==> src/rtl/vball_video_pkg.sv <==
// Shared constants for the vball raster timing block: default 400x259 timing,
// counter widths and interrupt channel indices.
package vball_video_pkg;

    localparam int VIDEO_HW = 9;
    localparam int VIDEO_VW = 9;

    localparam int H_TOTAL_DEF  = 400;
    localparam int HB_END_DEF   = 2;
    localparam int HB_START_DEF = 242;
    localparam int HS_START_DEF = 288;
    localparam int HS_END_DEF   = 320;
    localparam int V_TOTAL_DEF  = 259;
    localparam int VB_START_DEF = 240;
    localparam int VS_START_DEF = 243;
    localparam int VS_END_DEF   = 253;

    localparam int IRQ_CH_DEF   = 2;
    localparam int IRQ_HPOS_DEF = 0;
    localparam int IRQ_NMI      = 0;
    localparam int IRQ_LINE     = 1;

    // Blanking (active-high) and sync (active-low) outputs, registered together.
    typedef struct packed {
        logic hb;
        logic vb;
        logic hs;
        logic vs;
    } sync_t;

endpackage

==> src/rtl/vball_video_timing_if.sv <==
// Pixel-side bundle of the timing generator: enables, irq programming/ack and
// all raster outputs. master drives the controls, slave is the generator.
interface vball_video_timing_if
    import vball_video_pkg::*;
#(
    parameter int HW     = VIDEO_HW,
    parameter int VW     = VIDEO_VW,
    parameter int IRQ_CH = IRQ_CH_DEF
);
    logic                 ce;
    logic                 flip;
    logic [IRQ_CH*VW-1:0] irq_line;
    logic [IRQ_CH*VW-1:0] irq_mask;
    logic [IRQ_CH-1:0]    irq_ack;
    logic [HW-1:0]        hcount;
    logic [VW-1:0]        vcount;
    logic [HW-1:0]        hpos;
    logic [VW-1:0]        vpos;
    logic                 hb;
    logic                 vb;
    logic                 hs;
    logic                 vs;
    logic [IRQ_CH-1:0]    irq_pulse;
    logic [IRQ_CH-1:0]    irq_pend;
    logic                 frame_start;

    modport master (
        output ce, flip, irq_line, irq_mask, irq_ack,
        input  hcount, vcount, hpos, vpos, hb, vb, hs, vs, irq_pulse, irq_pend, frame_start
    );

    modport slave (
        input  ce, flip, irq_line, irq_mask, irq_ack,
        output hcount, vcount, hpos, vpos, hb, vb, hs, vs, irq_pulse, irq_pend, frame_start
    );
endinterface

==> src/rtl/vball_irq_cmp.sv <==
// One line-compare interrupt channel: masked vcount match strobe plus a sticky
// pending flag cleared by a level ack (a new match beats a same-cycle ack).
module vball_irq_cmp #(
    parameter int VW = 9
) (
    input  logic          clk,
    input  logic          reset_n,
    input  logic          cmp_en,
    input  logic [VW-1:0] v_nxt,
    input  logic [VW-1:0] line,
    input  logic [VW-1:0] mask,
    input  logic          ack,
    output logic          pulse,
    output logic          pend
);
    logic pulse_q, pulse_d;
    logic pend_q, pend_d;

    always_comb begin
        pulse_d = cmp_en && ((v_nxt & mask) == (line & mask));
        pend_d  = pulse_d || (pend_q && !ack);
    end

    always_ff @(posedge clk or negedge reset_n) begin
        if (!reset_n) begin
            pulse_q <= 1'b0;
            pend_q  <= 1'b0;
        end else begin
            pulse_q <= pulse_d;
            pend_q  <= pend_d;
        end
    end

    assign pulse = pulse_q;
    assign pend  = pend_q;
endmodule

==> src/rtl/vball_video_timing.sv <==
// Raster timing generator: H/V counters, registered blank/sync decode, frame-latched
// flip with mirrored positions, and IRQ_CH line-compare interrupt channels.
module vball_video_timing
    import vball_video_pkg::*;
#(
    parameter int HW       = VIDEO_HW,
    parameter int VW       = VIDEO_VW,
    parameter int H_TOTAL  = H_TOTAL_DEF,
    parameter int HB_END   = HB_END_DEF,
    parameter int HB_START = HB_START_DEF,
    parameter int HS_START = HS_START_DEF,
    parameter int HS_END   = HS_END_DEF,
    parameter int V_TOTAL  = V_TOTAL_DEF,
    parameter int VB_START = VB_START_DEF,
    parameter int VS_START = VS_START_DEF,
    parameter int VS_END   = VS_END_DEF,
    parameter int IRQ_CH   = IRQ_CH_DEF,
    parameter int IRQ_HPOS = IRQ_HPOS_DEF
) (
    input logic                 clk,
    input logic                 reset_n,
    vball_video_timing_if.slave vid
);
    if (H_TOTAL > (1 << HW) || V_TOTAL > (1 << VW) || HB_END >= HB_START ||
        HS_START >= HS_END || VS_START >= VS_END) begin : g_bad_timing
        $error("vball_video_timing: inconsistent timing parameters");
    end

    localparam logic [HW-1:0] H_LAST     = HW'(H_TOTAL - 1);
    localparam logic [VW-1:0] V_LAST     = VW'(V_TOTAL - 1);
    localparam logic [HW-1:0] HB_END_C   = HW'(HB_END);
    localparam logic [HW-1:0] HB_START_C = HW'(HB_START);
    localparam logic [HW-1:0] HS_START_C = HW'(HS_START);
    localparam logic [HW-1:0] HS_END_C   = HW'(HS_END);
    localparam logic [VW-1:0] VB_START_C = VW'(VB_START);
    localparam logic [VW-1:0] VS_START_C = VW'(VS_START);
    localparam logic [VW-1:0] VS_END_C   = VW'(VS_END);
    localparam logic [HW-1:0] IRQ_HPOS_C = HW'(IRQ_HPOS);
    // Mirror axes: flipped positions map the active window onto itself.
    localparam logic [HW-1:0] H_FLIP     = HW'(HB_START + HB_END - 1);
    localparam logic [VW-1:0] V_FLIP     = VW'(VB_START - 1);
    localparam sync_t         SYNC_RST   = '{hb: 1'b1, vb: 1'b0, hs: 1'b1, vs: 1'b1};

    logic [HW-1:0] hcount_q, hcount_d, hpos_q, hpos_d, h_nxt;
    logic [VW-1:0] vcount_q, vcount_d, vpos_q, vpos_d, v_nxt;
    sync_t         sync_q, sync_d;
    logic          flip_q, flip_d;
    logic          frame_start_q, frame_start_d;
    logic          wrap, cmp_en;
    logic [IRQ_CH-1:0] irq_pulse, irq_pend;

    always_comb begin
        h_nxt = (hcount_q == H_LAST) ? '0 : hcount_q + HW'(1);
        v_nxt = vcount_q;
        if (hcount_q == H_LAST) begin
            v_nxt = (vcount_q == V_LAST) ? '0 : vcount_q + VW'(1);
        end
        wrap   = (h_nxt == '0) && (v_nxt == '0);
        cmp_en = vid.ce && (h_nxt == IRQ_HPOS_C);
    end

    // Outputs are decoded from the next count so they line up with hcount/vcount.
    always_comb begin
        // NOTE: every _d gets its hold value first, so the ce=0 path cannot infer a latch.
        hcount_d      = hcount_q;
        vcount_d      = vcount_q;
        hpos_d        = hpos_q;
        vpos_d        = vpos_q;
        sync_d        = sync_q;
        flip_d        = flip_q;
        frame_start_d = 1'b0;
        if (vid.ce) begin
            hcount_d      = h_nxt;
            vcount_d      = v_nxt;
            sync_d.hb     = (h_nxt < HB_END_C) || (h_nxt >= HB_START_C);
            sync_d.vb     = (v_nxt >= VB_START_C);
            sync_d.hs     = !((h_nxt >= HS_START_C) && (h_nxt < HS_END_C));
            sync_d.vs     = !((v_nxt >= VS_START_C) && (v_nxt < VS_END_C));
            frame_start_d = wrap;
            if (wrap) begin
                flip_d = vid.flip;
            end
            hpos_d = flip_d ? H_FLIP - h_nxt : h_nxt;
            vpos_d = flip_d ? V_FLIP - v_nxt : v_nxt;
        end
    end

    always_ff @(posedge clk or negedge reset_n) begin
        if (!reset_n) begin
            hcount_q      <= '0;
            vcount_q      <= '0;
            hpos_q        <= H_FLIP;
            vpos_q        <= V_FLIP;
            sync_q        <= SYNC_RST;
            flip_q        <= 1'b0;
            frame_start_q <= 1'b0;
        end else begin
            // NOTE: non-blocking so every register samples pre-edge values of the others.
            hcount_q      <= hcount_d;
            vcount_q      <= vcount_d;
            hpos_q        <= hpos_d;
            vpos_q        <= vpos_d;
            sync_q        <= sync_d;
            flip_q        <= flip_d;
            frame_start_q <= frame_start_d;
        end
    end

    for (genvar k = 0; k < IRQ_CH; k++) begin : g_irq
        vball_irq_cmp #(.VW(VW)) u_cmp (
            .clk    (clk),
            .reset_n(reset_n),
            .cmp_en (cmp_en),
            .v_nxt  (v_nxt),
            .line   (vid.irq_line[k*VW +: VW]),
            .mask   (vid.irq_mask[k*VW +: VW]),
            .ack    (vid.irq_ack[k]),
            .pulse  (irq_pulse[k]),
            .pend   (irq_pend[k])
        );
    end

    assign vid.hcount      = hcount_q;
    assign vid.vcount      = vcount_q;
    assign vid.hpos        = hpos_q;
    assign vid.vpos        = vpos_q;
    assign vid.hb          = sync_q.hb;
    assign vid.vb          = sync_q.vb;
    assign vid.hs          = sync_q.hs;
    assign vid.vs          = sync_q.vs;
    assign vid.irq_pulse   = irq_pulse;
    assign vid.irq_pend    = irq_pend;
    assign vid.frame_start = frame_start_q;
endmodule
==> src/flat_wrapper.sv <==
// flat-port wrapper written by rule: the top's interface ports become plain ports
module vball_video_timing_flat import vball_video_pkg::*;
#(
    parameter int HW       = VIDEO_HW,
    parameter int VW       = VIDEO_VW,
    parameter int H_TOTAL  = H_TOTAL_DEF,
    parameter int HB_END   = HB_END_DEF,
    parameter int HB_START = HB_START_DEF,
    parameter int HS_START = HS_START_DEF,
    parameter int HS_END   = HS_END_DEF,
    parameter int V_TOTAL  = V_TOTAL_DEF,
    parameter int VB_START = VB_START_DEF,
    parameter int VS_START = VS_START_DEF,
    parameter int VS_END   = VS_END_DEF,
    parameter int IRQ_CH   = IRQ_CH_DEF,
    parameter int IRQ_HPOS = IRQ_HPOS_DEF
)
  (clk, reset_n, vid_ce, vid_flip, vid_irq_line, vid_irq_mask, vid_irq_ack, vid_hcount, vid_vcount, vid_hpos, vid_vpos, vid_hb, vid_vb, vid_hs, vid_vs, vid_irq_pulse, vid_irq_pend, vid_frame_start);
  vball_video_timing_if #(.HW(HW), .VW(VW), .IRQ_CH(IRQ_CH)) vid_i ();
  input logic clk;
  input logic reset_n;
  input wire logic [$bits(vid_i.ce)-1:0] vid_ce;
  input wire logic [$bits(vid_i.flip)-1:0] vid_flip;
  input wire logic [$bits(vid_i.irq_line)-1:0] vid_irq_line;
  input wire logic [$bits(vid_i.irq_mask)-1:0] vid_irq_mask;
  input wire logic [$bits(vid_i.irq_ack)-1:0] vid_irq_ack;
  output wire logic [$bits(vid_i.hcount)-1:0] vid_hcount;
  output wire logic [$bits(vid_i.vcount)-1:0] vid_vcount;
  output wire logic [$bits(vid_i.hpos)-1:0] vid_hpos;
  output wire logic [$bits(vid_i.vpos)-1:0] vid_vpos;
  output wire logic [$bits(vid_i.hb)-1:0] vid_hb;
  output wire logic [$bits(vid_i.vb)-1:0] vid_vb;
  output wire logic [$bits(vid_i.hs)-1:0] vid_hs;
  output wire logic [$bits(vid_i.vs)-1:0] vid_vs;
  output wire logic [$bits(vid_i.irq_pulse)-1:0] vid_irq_pulse;
  output wire logic [$bits(vid_i.irq_pend)-1:0] vid_irq_pend;
  output wire logic [$bits(vid_i.frame_start)-1:0] vid_frame_start;
  assign vid_i.ce = vid_ce;
  assign vid_i.flip = vid_flip;
  assign vid_i.irq_line = vid_irq_line;
  assign vid_i.irq_mask = vid_irq_mask;
  assign vid_i.irq_ack = vid_irq_ack;
  assign vid_hcount = vid_i.hcount;
  assign vid_vcount = vid_i.vcount;
  assign vid_hpos = vid_i.hpos;
  assign vid_vpos = vid_i.vpos;
  assign vid_hb = vid_i.hb;
  assign vid_vb = vid_i.vb;
  assign vid_hs = vid_i.hs;
  assign vid_vs = vid_i.vs;
  assign vid_irq_pulse = vid_i.irq_pulse;
  assign vid_irq_pend = vid_i.irq_pend;
  assign vid_frame_start = vid_i.frame_start;
  vball_video_timing #(.HW(HW), .VW(VW), .H_TOTAL(H_TOTAL), .HB_END(HB_END), .HB_START(HB_START), .HS_START(HS_START), .HS_END(HS_END), .V_TOTAL(V_TOTAL), .VB_START(VB_START), .VS_START(VS_START), .VS_END(VS_END), .IRQ_CH(IRQ_CH), .IRQ_HPOS(IRQ_HPOS)) u_core (.clk(clk), .reset_n(reset_n), .vid(vid_i));
endmodule
==> config.mk <==
export PLATFORM = sky130hd
export DESIGN_NAME = vball_video_timing_flat
export DESIGN_NICKNAME = d
export VERILOG_FILES = /design/src/rtl/vball_video_pkg.sv /design/src/rtl/vball_video_timing_if.sv /design/src/rtl/vball_irq_cmp.sv /design/src/rtl/vball_video_timing.sv /design/src/flat_wrapper.sv
export SDC_FILE = /design/constraint.sdc
export NUM_CORES = 1
export LEC_CHECK = 0
export BUFFER_PORTS_ARGS = -buffer_cell sky130_fd_sc_hd__buf_4
export CAP_MARGIN = 0
export CORE_AREA = 4 4 103 105
export DETAILED_ROUTE_END_ITERATION = 10
export DIE_AREA = 0 0 107 109
export GPL_TIMING_DRIVEN = 1
export PLACE_DENSITY_LB_ADDON = 0.15
export SLEW_MARGIN = 20
export SYNTH_ARGS = -nofsm -noshare
export SYNTH_HDL_FRONTEND = slang
export SYNTH_SLANG_ARGS = --single-unit
==> constraint.sdc <==
create_clock -name clk -period 9.6 [get_ports clk]
set_input_delay 1.92 -clock clk [delete_from_list [all_inputs] [get_ports clk]]
set_output_delay 1.92 -clock clk [all_outputs]
set_load 0.005 [all_outputs]
Word level (Yosys, flattened, before mapping). Cells that the tools add are included.

Register bits after elaboration: 46. Bits of input ports: 42. Output and inout port bits: 45.

Add/sub/neg operators: 4. $lt $le $gt $ge: 7. Equality and inequality tests: 4. Muxes and demuxes: 8. Bitwise operators: 4. Reductions and logical operators: 17.

Operators by type and width (number): $mux 9 (5); $and 9x9->9 (4); $ge 9x8->1 const B (3); $add 9x1->9 const B (2); $eq 9x9->1 (2); $eq 9x9->1 const B (2); $logic_not 9->1 (2); $sub 8x9->9 const A (2); $ge 9x9->1 const B (1); $lt 9x2->1 const B (1); $lt 9x8->1 const B (1); $lt 9x9->1 const B (1); $logic_and 1x1->1 (8); $logic_not 1->1 (4); $logic_or 1x1->1 (3); $mux 1 (3).

Depth between registers and ports, before layout. Gate-level depths: netlist of the first run.

Word-level depth: 8. Mapped depth: 15. Gate-level depth less buffers: 13.

Hierarchy. Synthesis of the first run repeated with hierarchy kept, for this count alone.

Cell total of the unflattened synthesis: 337. Area, all modules: 3105.5 µm².

By module, submodules not included: vball_video_timing (instances 1, cells each 295, area each 2720.1 µm², seq. area each 1021.0 µm²); vball_irq_cmp (instances 2, cells each 21, area each 192.7 µm², seq. area each 50.0 µm²).

Worst setup path before layout of the first run. No wires, ideal clock.

Path kind: flip-flop to flip-flop. From: register u_core.vcount_q[0] (netlist: u_core.vid.vcount[0]). To: register u_core.vpos_q[3] (netlist: u_core.vid.vpos[3]). Setup time: 82 ps. Data arrival time: 3344 ps. Data required time: 9518 ps. Setup slack: 6174 ps. Stages on the path, launching flop included: 16. Clock period less this slack: 3426 ps. Path through: dfrtp_1 -> clkbuf_1 -> inv_1 -> ha_1 -> nor4b_2 -> nand2_1 -> a21oi_1 -> mux2i_1 -> inv_1 -> ha_1 -> inv_1 -> or3_2 -> o41a_4 -> buf_6 -> mux2i_1 -> a211o_1.

Word-level cells in the longest chain between the ends: 8. Elaborated cells on any way between the ends: 10.

RTL lines: start: declaration (line vball_video_timing.sv:45) `logic [VW-1:0] vcount_q, vcount_d, vpos_q, vpos_d, v_nxt;`; start signal: assignment (line vball_video_timing.sv:100) `vcount_q <= vcount_d;`; $add 9x1->9 or $eq 9x9->1 (tied branches) (line vball_video_timing.sv:56) `v_nxt = (vcount_q == V_LAST) ? '0 : vcount_q + VW'(1);`; $mux 9 * (line vball_video_timing.sv:56); $mux 9 * (line vball_video_timing.sv:55) `if (hcount_q == H_LAST) begin`; net u_core.g_irq[0].u_cmp.v_nxt[5] (line vball_irq_cmp.sv:9) `input logic [VW-1:0] v_nxt,`; $logic_not 9->1 * (line vball_video_timing.sv:58) `wrap = (h_nxt == '0) && (v_nxt == '0);`; $logic_and 1x1->1 * (line vball_video_timing.sv:58); $mux 1 * (line vball_video_timing.sv:80) `if (wrap) begin`; $mux 1 * (line vball_video_timing.sv:72) `if (vid.ce) begin`; $mux 9 * (line vball_video_timing.sv:84) `vpos_d = flip_d ? V_FLIP - v_nxt : v_nxt;`; end signal: assignment (line vball_video_timing.sv:102) `vpos_q <= vpos_d;`; end: declaration (line vball_video_timing.sv:45).

Mark *: on every way through the listed nets, which the timed path passes. The rest lies on a longest branch. The select of a mux whose other input is x is not followed. A chain may end at the register's enable or synchronous reset.

Worst setup path after layout of the first run.
From: register u_core.hcount_q[4] (netlist: u_core.vid.hcount[4]). To: register u_core.hpos_q[3] (netlist: u_core.vid.hpos[3]).

Word-level cells in the longest chain between the ends: 7. Elaborated cells on any way between the ends: 11.

RTL lines: start: declaration (line vball_video_timing.sv:44) `logic [HW-1:0] hcount_q, hcount_d, hpos_q, hpos_d, h_nxt;`; start signal: assignment (line vball_video_timing.sv:99) `hcount_q <= hcount_d;`; $add 9x1->9 or $eq 9x9->1 (tied branches) (line vball_video_timing.sv:53, vball_video_timing.sv:55); $mux 9 (on tied branches) (line vball_video_timing.sv:53, vball_video_timing.sv:55); $logic_not 9->1 (line vball_video_timing.sv:58); $logic_and 1x1->1 (line vball_video_timing.sv:58); $mux 1 (line vball_video_timing.sv:80); $mux 1 (line vball_video_timing.sv:72); $mux 9 * (line vball_video_timing.sv:83) `hpos_d = flip_d ? H_FLIP - h_nxt : h_nxt;`; end signal: assignment (line vball_video_timing.sv:101) `hpos_q <= hpos_d;`; end: declaration (line vball_video_timing.sv:44).

Mark *: on every way between the ends. The rest lies on a longest branch, timed or not. The select of a mux whose other input is x is not followed.

==> results.json, run 1 <==
{
  "status": "finished clean",
  "cts_max_level": 2,
  "syn_avg_cell_area_um2": 8.77,
  "min_period_ns": 4.07,
  "root_buffer": "clkbuf_8",
  "synth_flop_cell": "dfrtp_1",
  "antenna_found_initial": 0,
  "yosysSeqAreaShare": 0.335,
  "hpwl_mm": 7.33,
  "tns_ns": 0,
  "fin_skew_ns": 0.0103,
  "cts_setup_buffers": 0,
  "synthTopCellsByCount": "32 x nand2_1, 31 x nor2_1, 28 x dfrtp_1",
  "cts_buffers": 5,
  "cts_buffer_depth": 2,
  "met3_usage": 0.0255,
  "synth_area_um2": 3340,
  "grt_start_max_net_pins": 53,
  "cp_max_fo": 16,
  "p_leak_uw": 0.00185,
  "worst_pin_slew_ns": 0.811,
  "synth_area_leaders": "dfrtp_1 21%, dfstp_2 13%, xnor2_1 4.7%, xor2_1 3.7%, mux2i_1 3.6%",
  "place_area_um2": 4010,
  "postRouteWirelength_mm": 9.89,
  "synth_top_area_cell": "dfrtp_1",
  "fin_util": 0.428,
  "final.setup.worst_slack_ns": 5.53,
  "routedWlPerCell_um": 17.1,
  "dr.first_iter.drc_count": 179,
  "end_kind": "register",
  "hp-class": "reg2reg",
  "peakVddDrop_v": 0.0000823,
  "die_area_um2": 11700,
  "num_antenna_cells": 0,
  "clk_latency_ns": 0.30,
  "hold_viol": 0,
  "path_clk_slew_ns": 0.09,
  "cap_viol_max_count": 0,
  "synth-async-reset-ratio": 1.00,
  "synth.most_common_cell": "nand2_1",
  "syn_inst": 381,
  "design_area_um2": 4130,
  "rsz0062_at_grt": "false",
  "cts_resized": 0,
  "yosysTopAreaCellShare": 0.210,
  "die_w_um": 107,
  "fmax_mhz": 245,
  "slew_headroom": 0.458,
  "tritoncts": "built",
  "yosysWarnings": 0,
  "die_height_um": 109,
  "num_vias": 3110,
  "grt_pass1_vias": 2911,
  "grt_pass1_wl_mm": 15.5,
  "cts.sinks": 44,
  "start_util": 0.347,
  "maxSlewViolCount": 0,
  "grt_overflow_total": 0,
  "io_buffers": 86,
  "grt_use_met1": 0.239,
  "synth.distinct_cells": 65,
  "grt_busiest_layer": "met2",
  "setup_viol": 0,
  "layout-drive-gt1-share": 0.291,
  "vias_per_cell": 5.36,
  "synth_edf_count": 0,
  "firstDrtPassIters": 5,
  "critical_path_arrival_ns": 4.29,
  "startpoint_type": "register",
  "drc_errors": 0,
  "pre_cts_ws_ns": 5.59,
  "gp_congestion": 0.803,
  "power.density_nw_per_um2": 163,
  "required_ns": 9.82,
  "ios": 87,
  "syn_nets": 430,
  "finalCritPeriodShare": 0.424,
  "rows": 36,
  "final_nets": 495,
  "areaGrowthSynthToFinish_pct": 23.4,
  "path_class": "reg2reg",
  "grt_use_total": 0.167,
  "met2_usage": 0.267,
  "synth-seq-cells": 44,
  "ant_nets": 0,
  "cts_hold_buf": 0,
  "coreArea_um2": 9640
}
==> flip-flops by register name, summed over array words and instances, names as in the netlist <==
| name | flops |
|---|---|
| u_core.flip_q | 1 |
| u_core.g_irq.u_cmp.pend | 2 |
| u_core.g_irq.u_cmp.pulse | 2 |
| u_core.vid.frame_start | 1 |
| u_core.vid.hb | 1 |
| u_core.vid.hcount | 8 |
| u_core.vid.hpos | 9 |
| u_core.vid.hs | 1 |
| u_core.vid.vb | 1 |
| u_core.vid.vcount | 8 |
| u_core.vid.vpos | 9 |
| u_core.vid.vs | 1 |
==> metrics by stage <==
stage	hold WS, ns	instances	power [uW]
6_report	0.494	580	675
5_1_grt	0.507	580	723
4_1_cts	0.495	580	682
3_5_place_dp	0.477	572	520
3_3_place_gp	0.480	572	519
2_1_floorplan	0.468	381	417
==> worst paths after layout <==
kind                                                  start                              to  slack [ns]  cells past startpoint
min in group asynchronous                           reset_n  u_core.vid.vpos[8]$_DFFE_PN0P_        1.62                      1
max reg2reg                u_core.vid.hcount[4]$_DFFE_PN0P_  u_core.vid.hpos[3]$_DFFE_PN0P_        5.53                     11
max in group asynchronous                           reset_n  u_core.vid.vpos[4]$_DFFE_PN0P_        7.59                      1
min reg2reg                       u_core.vid.hb$_DFFE_PN1P_       u_core.vid.hb$_DFFE_PN1P_        0.49                      2
max                        u_core.vid.hcount[4]$_DFFE_PN0P_  u_core.vid.hpos[3]$_DFFE_PN0P_        5.53                     11
min                               u_core.vid.hb$_DFFE_PN1P_       u_core.vid.hb$_DFFE_PN1P_        0.49                      2
==> layout by cell type, fill, tap and decap left out, types with 8 or more instances in the layout <==
cell type and n:
dfstp_2 16, o211ai_1 8, xor2_1 14, nor3_1 14
xnor2_1 18, nand2_1 32, dfrtp_1 28, a21oi_1 19
mux2i_1 12, nor2_1 31, buf_4 87, nand3_1 20
inv_1 12, nand4_1 9, and3_1 10
==> cell type report <==
cell class | instances | area [um2]
Tap cell | 133 | 166
Clock buffer | 6 | 82.6
Fill cell | 982 | 5510
Multi-Input combinational cell | 296 | 2020
Sequential cell | 44 | 1120
Inverter | 12 | 45.0
Clock inverter | 2 | 38.8
Timing Repair Buffer | 87 | 653
==> per-layer routing <==
metal	wire length, um	share of wire
met1	4540	0.46
met2	4700	0.47
met3	541	0.055
met4	115	0.012
met5	0	0
==> power by group <==
group | total (uW) | switching, uW | internal, uW
Combinational | 248 | 124 | 124
Clock | 157 | 71.4 | 85.3
Sequential | 270 | 46.4 | 223
==> cell families after synthesis <==
logic type                 Yosys count  synth area share
xor gates and xnor gates            33            0.0887
DFF                                 44             0.335
AOI/OAI and AO/OA                   83             0.182
muxes                               18            0.0561
adders and majority gates            7            0.0262
and+or+nand+nor                    155             0.251
buffers and inverters               41            0.0606
==> critical path, cell delays in order (launching register included) <==
cell      delay [ns]
dfrtp_1         0.55
or4b_4          0.60
nor2_1          0.57
nor2_1          0.19
inv_1           0.09
ha_1            0.26
nand2_1         0.08
a211oi_1        0.24
nand4_1         0.26
nor4_4          0.54
mux2_2          0.39
a211oi_1        0.22
Power figures use the tool's default switching activity.
==> run 2: changes to the inputs <==
ABC_AREA = 1   (was default)
clock period = 4.19 ns   (was 9.6 ns; I/O delays follow)
==> run 2 against run 1 <==
Critical path depth grew 3. Non-clock buffer count unchanged. Final area grew 0.64%. Routed wire length is 0.21% higher. First-iteration DRC count down 8.9%.
==> results.json, run 2 <==
{
  "hpwl_mm": 7.66,
  "synth_flop_cell": "dfrtp_1",
  "cp_slowest_stage_delay_ns": 0.44,
  "crit_chain": "ha_1 -> nand3_4 -> nor3_4 -> nand2_1 -> o21ai_1 -> ha_1 -> nand3_1 -> nor2_1 -> nand2_2 -> o21bai_4 -> nand2_4 -> nor2_2 -> nand2_1 -> nand3_1",
  "die_height_um": 109,
  "vias_per_cell": 4.79,
  "pwr-share-comb": 0.431,
  "finalCritPeriodShare": 0.743,
  "die_w_um": 107,
  "hold_start": "u_core.vid.vpos[7]$_DFFE_PN1P_",
  "syn_avg_cell_area_um2": 6.67,
  "fmax_mhz": 321,
  "whs_path_depth": 2,
  "rows": 36,
  "synth.distinct_cells": 38,
  "final_common_cell": "nand2_1",
  "num_vias": 3400,
  "peakVddDrop_v": 0.000146,
  "routedWlPerCell_um": 14.0,
  "postRouteWirelength_mm": 9.91,
  "critPathSlowestCell": "dfrtp_1",
  "power_switching_share": 0.413,
  "yosysTopAreaCellShare": 0.211,
  "seqPwrFrac": 0.375,
  "drc_errors": 0,
  "switchingPower_uw": 719,
  "synth_top_area_cell": "dfrtp_1",
  "dr.first_iter.drc_count": 163,
  "synth_edf_count": 0,
  "path_clk_slew_ns": 0.10,
  "hp-class": "reg2reg",
  "p_leak_uw": 0.00218,
  "cts_hold_buf": 0,
  "synth-async-reset-ratio": 1.00,
  "firstDrtPassIters": 7,
  "die_area_um2": 11700,
  "startpoint": "u_core.vid.hcount[1]$_DFFE_PN0P_",
  "hold_viol": 0,
  "final_nets": 625,
  "syn_nets": 546,
  "synthTopCellsByCount": "172 x nand2_1, 62 x inv_1, 57 x nand3_1",
  "synth_area_um2": 3310,
  "min_period_ns": 3.11,
  "cts_buffer_depth": 2,
  "r2r_start": "u_core.vid.hcount[1]$_DFFE_PN0P_",
  "cts.sinks": 44,
  "fin_skew_ns": 0.0110,
  "end_kind": "register",
  "power.density_nw_per_um2": 419,
  "grt_pass1_vias": 3275,
  "startpoint_type": "register",
  "ios": 87,
  "areaGrowthSynthToFinish_pct": 25.3,
  "r2r_cells": 14,
  "grt_use_total": 0.174,
  "yosysSeqAreaShare": 0.338,
  "synth_area_leaders": "dfrtp_1 21%, nand2_1 19%, dfstp_2 13%, nand3_1 8.6%, inv_1 7.0%",
  "cts_max_level": 2,
  "setup_viol": 0,
  "ant_nets": 0,
  "grt_overflow_total": 0,
  "cts_setup_buffers": 0,
  "grt_pass1_wl_mm": 16.2,
  "status": "finished clean",
  "cp_max_fo": 15,
  "maxSlewViolCount": 0,
  "io_buffers": 86,
  "power.share.clock": 0.194,
  "tns_ns": 0,
  "ff2ff_setup_slack_ns": 1.08,
  "coreArea_um2": 9640,
  "root_buffer": "clkbuf_8",
  "rsz0062_at_grt": "false",
  "gp_congestion": 0.845,
  "tritoncts": "built",
  "whs_ns": 0.472,
  "yosysWarnings": 0,
  "cts_resized": 0,
  "antenna_found_initial": 0,
  "syn_inst": 497,
  "cap_viol_max_count": 0,
  "clk_latency_ns": 0.30,
  "critical_path_arrival_ns": 3.36,
  "cts_buffers": 5,
  "path_class": "reg2reg",
  "fillCellCount": 1061,
  "worst_pin_slew_ns": 0.570,
  "slew_headroom": 0.617,
  "synth-seq-cells": 44,
  "synth.most_common_cell": "nand2_1",
  "required_ns": 4.44,
  "layout-drive-gt1-share": 0.244,
  "p_int_uw": 1020,
  "final_cell_mix": "172 x nand2_1, 87 x buf_4, 62 x inv_1, 57 x nand3_1, 29 x nor2_1",
  "grt_start_max_net_pins": 45,
  "p_total_uw": 1740,
  "start_util": 0.344,
  "num_antenna_cells": 0
}
-- run 2: layout make-up --
cell class	count	area (um2)	share of cell area
clock inverter	2	35.0	0.00844
multi-input combinational	372	1860	0.447
tap	133	166	0.0401
timing repair buffer	87	653	0.157
clock buffer	6	72.6	0.0175
inverter	66	248	0.0597
sequential	44	1120	0.270
-- run 2: power groups by stage --
stage	registers (uW)	clock network, uW	logic (uW)
after global placement	658	0	753
final	653	338	751
after detailed placement	659	0	759
after global routing	672	361	854
after floorplan	636	0	455
after CTS	654	345	761
-- run 2: metrics by stage --
stage	setup WS (ns)	cell area, um2	utilization	cells
2_1_floorplan	1.53	3310	-	497
3_3_place_gp	1.21	4050	0.420	702
3_5_place_dp	1.10	4050	0.420	702
4_1_cts	1.07	4150	0.431	710
5_1_grt	0.751	4150	0.431	710
6_report	1.08	4150	0.431	710
-- run 2: critical path: cells and delay by family (launching register included) --
kind	cells	cell delay, ns
flip-flops	1	0.44
AO/OA/AOI/OAI	2	0.58
adder cells (fa/ha/maj)	2	0.52
AND/OR/NAND/NOR	10	1.51
-- run 2: cells by family (layout without fill, tap and decap cells) --
kind of cell               count (synthesis)  after routing  share of synthesized area
AOI/OAI and AO/OA                         43             43                     0.0740
xor gates and xnor gates                  10             10                     0.0264
adders and majority gates                  7              7                     0.0264
buffers and inverters                     81            161                      0.101
DFF                                       44             44                      0.338
and+or+nand+nor                          312            312                      0.434
-- run 2: routing by layer --
layer	part of all wire	track usage	vias up
met5	0	0	-
met3	0.068	0.0367	9
li1	-	-	1732
met4	0.016	0.0475	0
met1	0.46	0.227	1547
met2	0.45	0.292	112
-- run 2: final timing paths --
check | to
worst max-delay path | u_core.vid.vpos[3]$_DFFE_PN1P_
worst min-delay path | u_core.vid.vpos[7]$_DFFE_PN1P_
worst max register to register | u_core.vid.vpos[3]$_DFFE_PN1P_
worst min register to register | u_core.vid.vpos[7]$_DFFE_PN1P_
max in group asynchronous | u_core.vid.hpos[5]$_DFFE_PN1P_
min in group asynchronous | u_core.vid.hpos[2]$_DFFE_PN0P_
